### config.mk
export PLATFORM = sky130hd
export DESIGN_NAME = sevenseg_scan_driver
export DESIGN_NICKNAME = d
export VERILOG_FILES = /design/src/rtl/sevenseg_scan_driver.sv
export SDC_FILE = /design/constraint.sdc
export NUM_CORES = 1
export LEC_CHECK = 0
export ABC_AREA = 1
export ABC_CLOCK_PERIOD_IN_PS = 2750
export BUFFER_PORTS_ARGS = -buffer_cell sky130_fd_sc_hd__buf_2
export CAP_MARGIN = 20
export CORE_MARGIN = 2
export CORE_UTILIZATION = 35
export DETAILED_ROUTE_END_ITERATION = 12
export SYNTH_ARGS = -nofsm -noshare
export SYNTH_HDL_FRONTEND = slang
export SYNTH_SLANG_ARGS = --single-unit
### constraint.sdc
create_clock -name clk -period 2.75 [get_ports clk]
set_input_delay 0.1375 -clock clk [delete_from_list [all_inputs] [get_ports clk]]
set_output_delay 0.1375 -clock clk [all_outputs]
set_load 0.01 [all_outputs]
### src/rtl/sevenseg_scan_driver.sv
// -----------------------------------------------------------------------------
// sevenseg_scan_driver
//   Time-multiplexed driver for an 8-digit common-anode seven-segment display.
//   Each digit gets a slot of SCAN_DIV cycles. The first BLANK_CYCLES of every
//   slot keep all anodes off so the previous digit's segments never ghost into
//   the next one. New values are captured into a shadow copy and only become
//   active at the frame boundary, so a frame is never shown half-updated.
//
// Ports
//   clk        in   system clock
//   rst        in   synchronous reset, active-high
//   data       in   32  hex nibbles, digit i = data[4i+3:4i]
//   dp_in      in   8   decimal point request per digit, 1 = lit
//   en_mask    in   8   digit enable, 1 = digit shown
//   load       in   1   capture data/dp_in/en_mask into the shadow copy
//   pending    out  1   shadow holds values not yet displayed
//   frame_tick out  1   one-cycle pulse in the first cycle of each frame
//   an         out  8   anodes, active-low
//   seg        out  7   segments a..g on seg[0]..seg[6], active-low
//   dp         out  1   decimal point, active-low
// -----------------------------------------------------------------------------
module sevenseg_scan_driver #(
    parameter int unsigned SCAN_DIV     = 50000,
    parameter int unsigned BLANK_CYCLES = 500
) (
    input  logic        clk,
    input  logic        rst,
    input  logic [31:0] data,
    input  logic [7:0]  dp_in,
    input  logic [7:0]  en_mask,
    input  logic        load,
    output logic        pending,
    output logic        frame_tick,
    output logic [7:0]  an,
    output logic [6:0]  seg,
    output logic        dp
);

    localparam int unsigned CntW = (SCAN_DIV > 2) ? $clog2(SCAN_DIV) : 1;
    localparam logic [CntW-1:0] CntMax = CntW'(SCAN_DIV - 1);

    logic [CntW-1:0] r_cnt;
    logic [2:0]      r_d;

    logic [31:0] r_act_data;
    logic [7:0]  r_act_dp;
    logic [7:0]  r_act_mask;
    logic [31:0] r_sh_data;
    logic [7:0]  r_sh_dp;
    logic [7:0]  r_sh_mask;
    logic        r_pending;

    logic        r_frame_tick;
    logic [7:0]  r_an;
    logic [6:0]  r_seg;
    logic        r_dp;

    logic        w_slot_end;
    logic        w_boundary;
    logic        w_blank;
    logic        w_show;
    logic [3:0]  w_nib;
    logic [6:0]  w_hex;
    logic [7:0]  w_an_on;

    // Hex glyphs, bit order g..a, active-low.
    function automatic logic [6:0] hex_to_seg(input logic [3:0] nib);
        logic [6:0] s;
        unique case (nib)
            4'h0: s = 7'b1000000;
            4'h1: s = 7'b1111001;
            4'h2: s = 7'b0100100;
            4'h3: s = 7'b0110000;
            4'h4: s = 7'b0011001;
            4'h5: s = 7'b0010010;
            4'h6: s = 7'b0000010;
            4'h7: s = 7'b1111000;
            4'h8: s = 7'b0000000;
            4'h9: s = 7'b0010000;
            4'hA: s = 7'b0001000;
            4'hB: s = 7'b0000011;
            4'hC: s = 7'b1000110;
            4'hD: s = 7'b0100001;
            4'hE: s = 7'b0000110;
            default: s = 7'b0001110;
        endcase
        return s;
    endfunction

    // With no blank phase the comparison would be constant, so drop it.
    if (BLANK_CYCLES == 0) begin : g_no_blank
        assign w_blank = 1'b0;
    end else begin : g_blank
        assign w_blank = 32'(r_cnt) < BLANK_CYCLES;
    end

    always_comb begin
        w_slot_end = (r_cnt == CntMax);
        w_boundary = w_slot_end && (r_d == 3'd7);
        w_nib      = r_act_data[{r_d, 2'b00} +: 4];
        w_hex      = hex_to_seg(w_nib);
        w_an_on    = ~(8'b1 << r_d);
        w_show     = !w_blank && r_act_mask[r_d];
    end

    always_ff @(posedge clk) begin
        if (rst) begin
            r_cnt        <= '0;
            r_d          <= 3'd0;
            r_act_data   <= 32'h0;
            r_act_dp     <= 8'h00;
            r_act_mask   <= 8'h00;
            r_sh_data    <= 32'h0;
            r_sh_dp      <= 8'h00;
            r_sh_mask    <= 8'h00;
            r_pending    <= 1'b0;
            r_frame_tick <= 1'b0;
            r_an         <= 8'hFF;
            r_seg        <= 7'h7F;
            r_dp         <= 1'b1;
        end else begin
            // Registered so the pulse lands in the cycle where cnt=0, d=0.
            r_frame_tick <= w_boundary;

            if (w_slot_end) begin
                r_cnt <= '0;
                r_d   <= r_d + 3'd1;
            end else begin
                r_cnt <= r_cnt + CntW'(1);
            end

            if (w_show) begin
                r_an  <= w_an_on;
                r_seg <= w_hex;
                r_dp  <= ~r_act_dp[r_d];
            end else begin
                r_an  <= 8'hFF;
                r_seg <= 7'h7F;
                r_dp  <= 1'b1;
            end

            if (load) begin
                r_sh_data <= data;
                r_sh_dp   <= dp_in;
                r_sh_mask <= en_mask;
            end

            if (w_boundary) begin
                // A load on the boundary itself wins over the older shadow.
                r_pending <= 1'b0;
                if (load) begin
                    r_act_data <= data;
                    r_act_dp   <= dp_in;
                    r_act_mask <= en_mask;
                end else if (r_pending) begin
                    r_act_data <= r_sh_data;
                    r_act_dp   <= r_sh_dp;
                    r_act_mask <= r_sh_mask;
                end
            end else if (load) begin
                r_pending <= 1'b1;
            end
        end
    end

    assign pending    = r_pending;
    assign frame_tick = r_frame_tick;
    assign an         = r_an;
    assign seg        = r_seg;
    assign dp         = r_dp;

endmodule

---- Word level (Yosys, flattened, before mapping) ----
Memory sizes are Yosys's and may differ from the RTL's. A register that Yosys moved wholly into a read port is not among the register bits.
Index checks and enable logic that the tools add are counted.
Widths: inputs -> output; s select.
word-level totals
  input bits .............................. 51
  memory bits (read-only) ................. 112
  memories ................................ 1
  flip-flop bits (word level) ............. 126
  output and inout port bits .............. 18
  bits in writable memories ............... 0
  bits in latches ......................... 0
operators by class
  shifts and indexed selects .............. 2
  bitwise gates (word level) .............. 3
  $mul .................................... 0
  eq/ne operators ......................... 2
  muxes and demuxes ....................... 10
  $add $sub $neg .......................... 2
  reductions and logical operators ........ 8
  divide/modulo/power cells ............... 0
  $lt $le $gt $ge ......................... 2
memory list
  name              words  width  read ports  clocked after Yosys merged registers in  write ports  RTL line  text
  (name not given)  16     7      1           1                                        0            69        unique case (nib)
operators with widths
  cell                   count
  $mux 32                2
  $mux 8                 4
  $shiftx 32x6->4        1
  $add 16x1->16 const B  1
  $eq 16x16->1 const B   1
  $lt 16x9->1 const B    1
  $not 8->8              1
  $shl 1x3->8 const A    1
  $bmux 1 s3             2
  $reduce_or 2->1        3
  $lt 3x4->1 const B     1
  $add 3x1->3 const B    1
  $eq 3x3->1 const B     1
  $logic_and 1x1->1      2
  $mux 1                 2
  $not 1->1              2
  $reduce_and 2->1       1
  $reduce_bool 2->1      1
  $logic_not 1->1        1

---- Logic depth before layout (Yosys ltp) ----
  depth in word-level cells ............... 5
  mapped depth ............................ 14
  gate-level depth less buffers ........... 12

---- Worst setup path before layout ----
No wires, ideal clock.
  path kind ............................... register to register
  start point ............................. reg r_d[0]
  end point ............................... reg r_seg[3] (netlist: seg[3])
  data required time ...................... 2.627 ns
  stages on the path, launching flop included .. 13
  buffers on the path ..................... 2
  data arrival time ....................... 1.707 ns
  slack ................................... 0.920 ns
  path through ............................ dfxtp_1 buf_4 buf_2 nand2_1 nand3_1 nand2_1 o21ai_1 inv_1 ha_1 nand3_1 nand2_1 nand2_1 nand3_1
between the ends
  word-level cells in the longest chain between the ends .. 5
RTL lines
  element                           RTL line  text
  from (decl)                       43        logic [2:0] r_d;
  from (signal assigned)            127       r_d <= r_d + 3'd1;
  $bmux 1 s3                        103       w_show = !w_blank && r_act_mask[r_d];
  $mux 1 (not written as such)      103
  $logic_and 1x1->1                 103
  $not 1->1 (no source line)        n/a
  $reduce_or 2->1 (no source line)  n/a
  to (decl)                         55        logic [6:0] r_seg;
Parallel ways exist; a longest one is shown, timed or not. The select of a mux whose other input is x is not followed.
A chain may end at the register's enable or synchronous reset.

---- Final worst setup path ----
Ends and elaborated chain as after synthesis.

==> qor_table.md <==
| Metric | This run |
|---|---|
| TritonCTS clock tree | yes |
| Top achievable clock speed | 0.480 GHz |
| Ratio of cells with drive above 1 in the final layout | 0.127 |
| Leakage Power | 3.24 nW |
| Overall Power | 4.67 mW |
| Total placed cells including tap cells | 1133 |
| Classification of the worst setup path | reg2reg |
| Total half-perimeter wirelength after legalization and detailed placement | 9280 um |
| Critical-path top delay cell | dfxtp_1 |
| Aggregate global routing overflow | 0 |
| Routed wire length | 13800 um |
| Number of buffers inserted by port buffering | 68 |
| Cell Count, Final, Fillers Out | 1165 |
| Synth Instances | 882 |
| Source-to-sink clock delay at the later pin of the worst-skew pair | 0.42 ns |
| All-Layer GR Usage | 0.158 |
| Sequential element share of the synthesized area | 0.432 |
| Total number of clock tree sinks | 133 |
| Number of buffers between clock root and the deepest sink | 2 |
| Maximum number of pins on one net before global-route repair | 97 |
| Total count of hold-check failures in the final report | 0 |
| Avg Vias per Cell | 4.56 |
| Buffers inserted during post-CTS setup optimization | 0 |
| Routed vias | 5315 |
| Maximum level of the CTS H-tree | 4 |
| Initial detailed-routing violation count | 380 |
| Biggest area consumer among synthesized cells | dfxtp_1 |
| Number of synthesis warnings | 0 |
| Setup TNS | 0 ns |
| Worst hold margin | 0.115 ns |
| Final setup violation count | 0 |
| Required @ worst endpoint | 3.05 ns |
| Final setup skew | 0.0124 ns |
| Per-instance average area after synthesis | 6.99 um2 |
| Wire length of the first global-routing pass | 23600 um |
| Maximum single-stage delay on the critical path | 0.48 ns |
| Number of clock buffers inserted by TritonCTS | 17 |
| Class of the most critical hold timing path | in2reg |
| Ordered cell list for the critical path | buf_4 > nand2_1 > nand3_1 > nand2_1 > o21ai_1 > inv_1 > ha_1 > nand3_1 > nand2_1 > nand2_1 > nand3_1 |
| Status | finished clean |
| Count of instances resized after the clock tree is built | 0 |
| Total Nets Final | 990 |
| Post-synthesis cell type count | 33 |
| Worst-case vdd ir drop | 0.403 mV |
| Synthesized Nets | 945 |
| Slew at the pin closest to its max-slew limit | 0.731 ns |
| Yosys reg bits | 133 |
| Top Family by Delay on Critical Path | simple AND/OR/NAND/NOR gates |
| Hold-fix buffers, CTS | 0 |
| I/O pin count | 69 |
| Cell seen most often among critical-path stages | nand2_1 |
| Mapped Area | 0.00617 mm2 |
| Effective utilization at floorplan | 0.358 |
| Routed wire per std cell | 11.9 um |
| Synth area leaders | dfxtp_1 43%, nand2_1 13%, inv_1 9.2%, o21a_1 6.1%, nand4_1 5.2% |
| Die H | 137 um |
| DRC viols | 0 |
| Post-route fraction of the period consumed by the critical path | 0.758 |
| WP buf/inv | 2 |
| Vias in the first global route | 4991 |
| Power per cell area | 642 mW/mm2 |
| Endpoint type of the worst setup path | register |
| Count of standard-cell rows | 48 |
| Post-synthesis to final-layout area growth | 18.0% |
| Core area | 0.0172 mm2 |
| Remaining antenna violation count | 0 |
| Die area | 0.0187 mm2 |
| Largest fanout of any net on the critical path | 14 |
| Number of slew-limit violations in the final report | 0 |
| Antenna violations before repair | 0 |
| Die Span X | 137 um |
| Setup repair after global routing missed its margin | no |
| Antenna diode count | 0 |
| Clock slew seen by the registers of the worst setup and hold paths | 0.05 ns |
| Startpoint type of the worst setup path | register |
| Buffer type at the clock tree root | clkbuf_16 |
| Max_cap viols | 0 |
| Slew margin rel. | 0.513 |
| Post-layout min period | 2.08 ns |
| Arrival time of data at the critical path endpoint | 2.38 ns |
| Pre-Repair DR Iteration Count | 5 |
| Share of the synthesized area in the top cell type | 0.432 |
| Final Wtd Congestion | 0.855 |
metrics by stage:
step / util / instance area (um2) / setup slack, ns
finish: 0.422 / 7270 / 0.666
global route: 0.422 / 7270 / 0.387
CTS: 0.422 / 7270 / 0.671
detailed placement: 0.385 / 6640 / 0.684
global placement: 0.385 / 6640 / 0.750
floorplan: - / 6170 / 0.920
worst paths after layout:
check        slack [ns]                         to           startpoint  cells past startpoint
max                0.67          seg[3]$_SDFF_PP1_  r_d[0]$_SDFFE_PP0P_                     11
min                0.12  r_sh_mask[5]$_SDFFE_PP0P_           en_mask[5]                      6
max reg2reg        0.67          seg[3]$_SDFF_PP1_  r_d[0]$_SDFFE_PP0P_                     11
min reg2reg        0.44        r_cnt[0]$_SDFF_PP0_  r_cnt[0]$_SDFF_PP0_                      1
cells in the mapped netlist (all sizes together):
| cell type | count |
|---|---|
| nand3 | 51 |
| nor3 | 8 |
| nor3b | 1 |
| o21a | 50 |
| o21ai | 2 |
| or2 | 1 |
| buf | 25 |
| a21oi | 58 |
| a31oi | 1 |
| nor2 | 85 |
| clkinv | 1 |
| nand4 | 51 |
| xor2 | 3 |
| dfxtp | 133 |
| nand2 | 215 |
| o211ai | 1 |
| clkbuf | 28 |
| a32o | 2 |
| inv | 153 |
| nor4 | 1 |
| ha | 12 |
sequential cells by signal (all words and copies together) (netlist names):
signal,count
an,8
dp,1
frame_tick,1
pending,1
r_act_data,32
r_act_dp,8
r_act_mask,8
r_cnt,16
r_d,3
r_sh_data,32
r_sh_dp,8
r_sh_mask,8
seg,7
per-layer routing:
| metal | track usage | vias up | share of wire |
|---|---|---|---|
| met5 | 0 | - | 0 |
| li1 | - | 2862 | - |
| met3 | 0.0370 | 12 | 0.038 |
| met1 | 0.221 | 2365 | 0.53 |
| met4 | 0.0590 | 0 | 0.011 |
| met2 | 0.236 | 76 | 0.42 |
logic make-up (layout without fill, tap and decap cells):
family	Yosys count	count (layout)	synth area share
simple gates	413	413	0.291
buf+inv	207	265	0.134
fa+ha+maj	12	12	0.0243
flops	133	133	0.432
compound gates	114	114	0.115
xor+xnor	3	3	0.00426
power breakdown:
part           switching (mW)  leakage, nW  internal, mW
clock network           0.812        0.313          1.61
logic                   0.153         1.84         0.103
registers              0.0148         1.09          1.98
cell type report:
cell class | instances | area, um2
clock buffer | 23 | 488
clock inverter | 9 | 148
fill | 1798 | 9960
inverter | 154 | 581
multi-input combinational | 542 | 2680
sequential | 133 | 2660
tap | 225 | 282
timing repair buffer | 79 | 435
placed cells by master (no fill, tap or decap), types with 7 or more instances in the layout:
cell type,netlist,routed
a21oi_1,58,58
clkbuf_16,0,17
o21a_1,50,50
buf_4,3,10
nand3_1,49,49
nor3_1,7,7
nand2_1,212,212
nand4_1,51,51
nor2_1,83,83
ha_1,12,12
inv_1,151,151
dfxtp_1,133,133
buf_2,15,68
worst min-delay path, delay by kind of cell:
family                 cells  cell delay, ns
buffers and inverters      3            0.18
AO/OA/AOI/OAI              1            0.10
AND/OR/NAND/NOR            2            0.07
No activity file was read; power rests on OpenSTA's default activity.
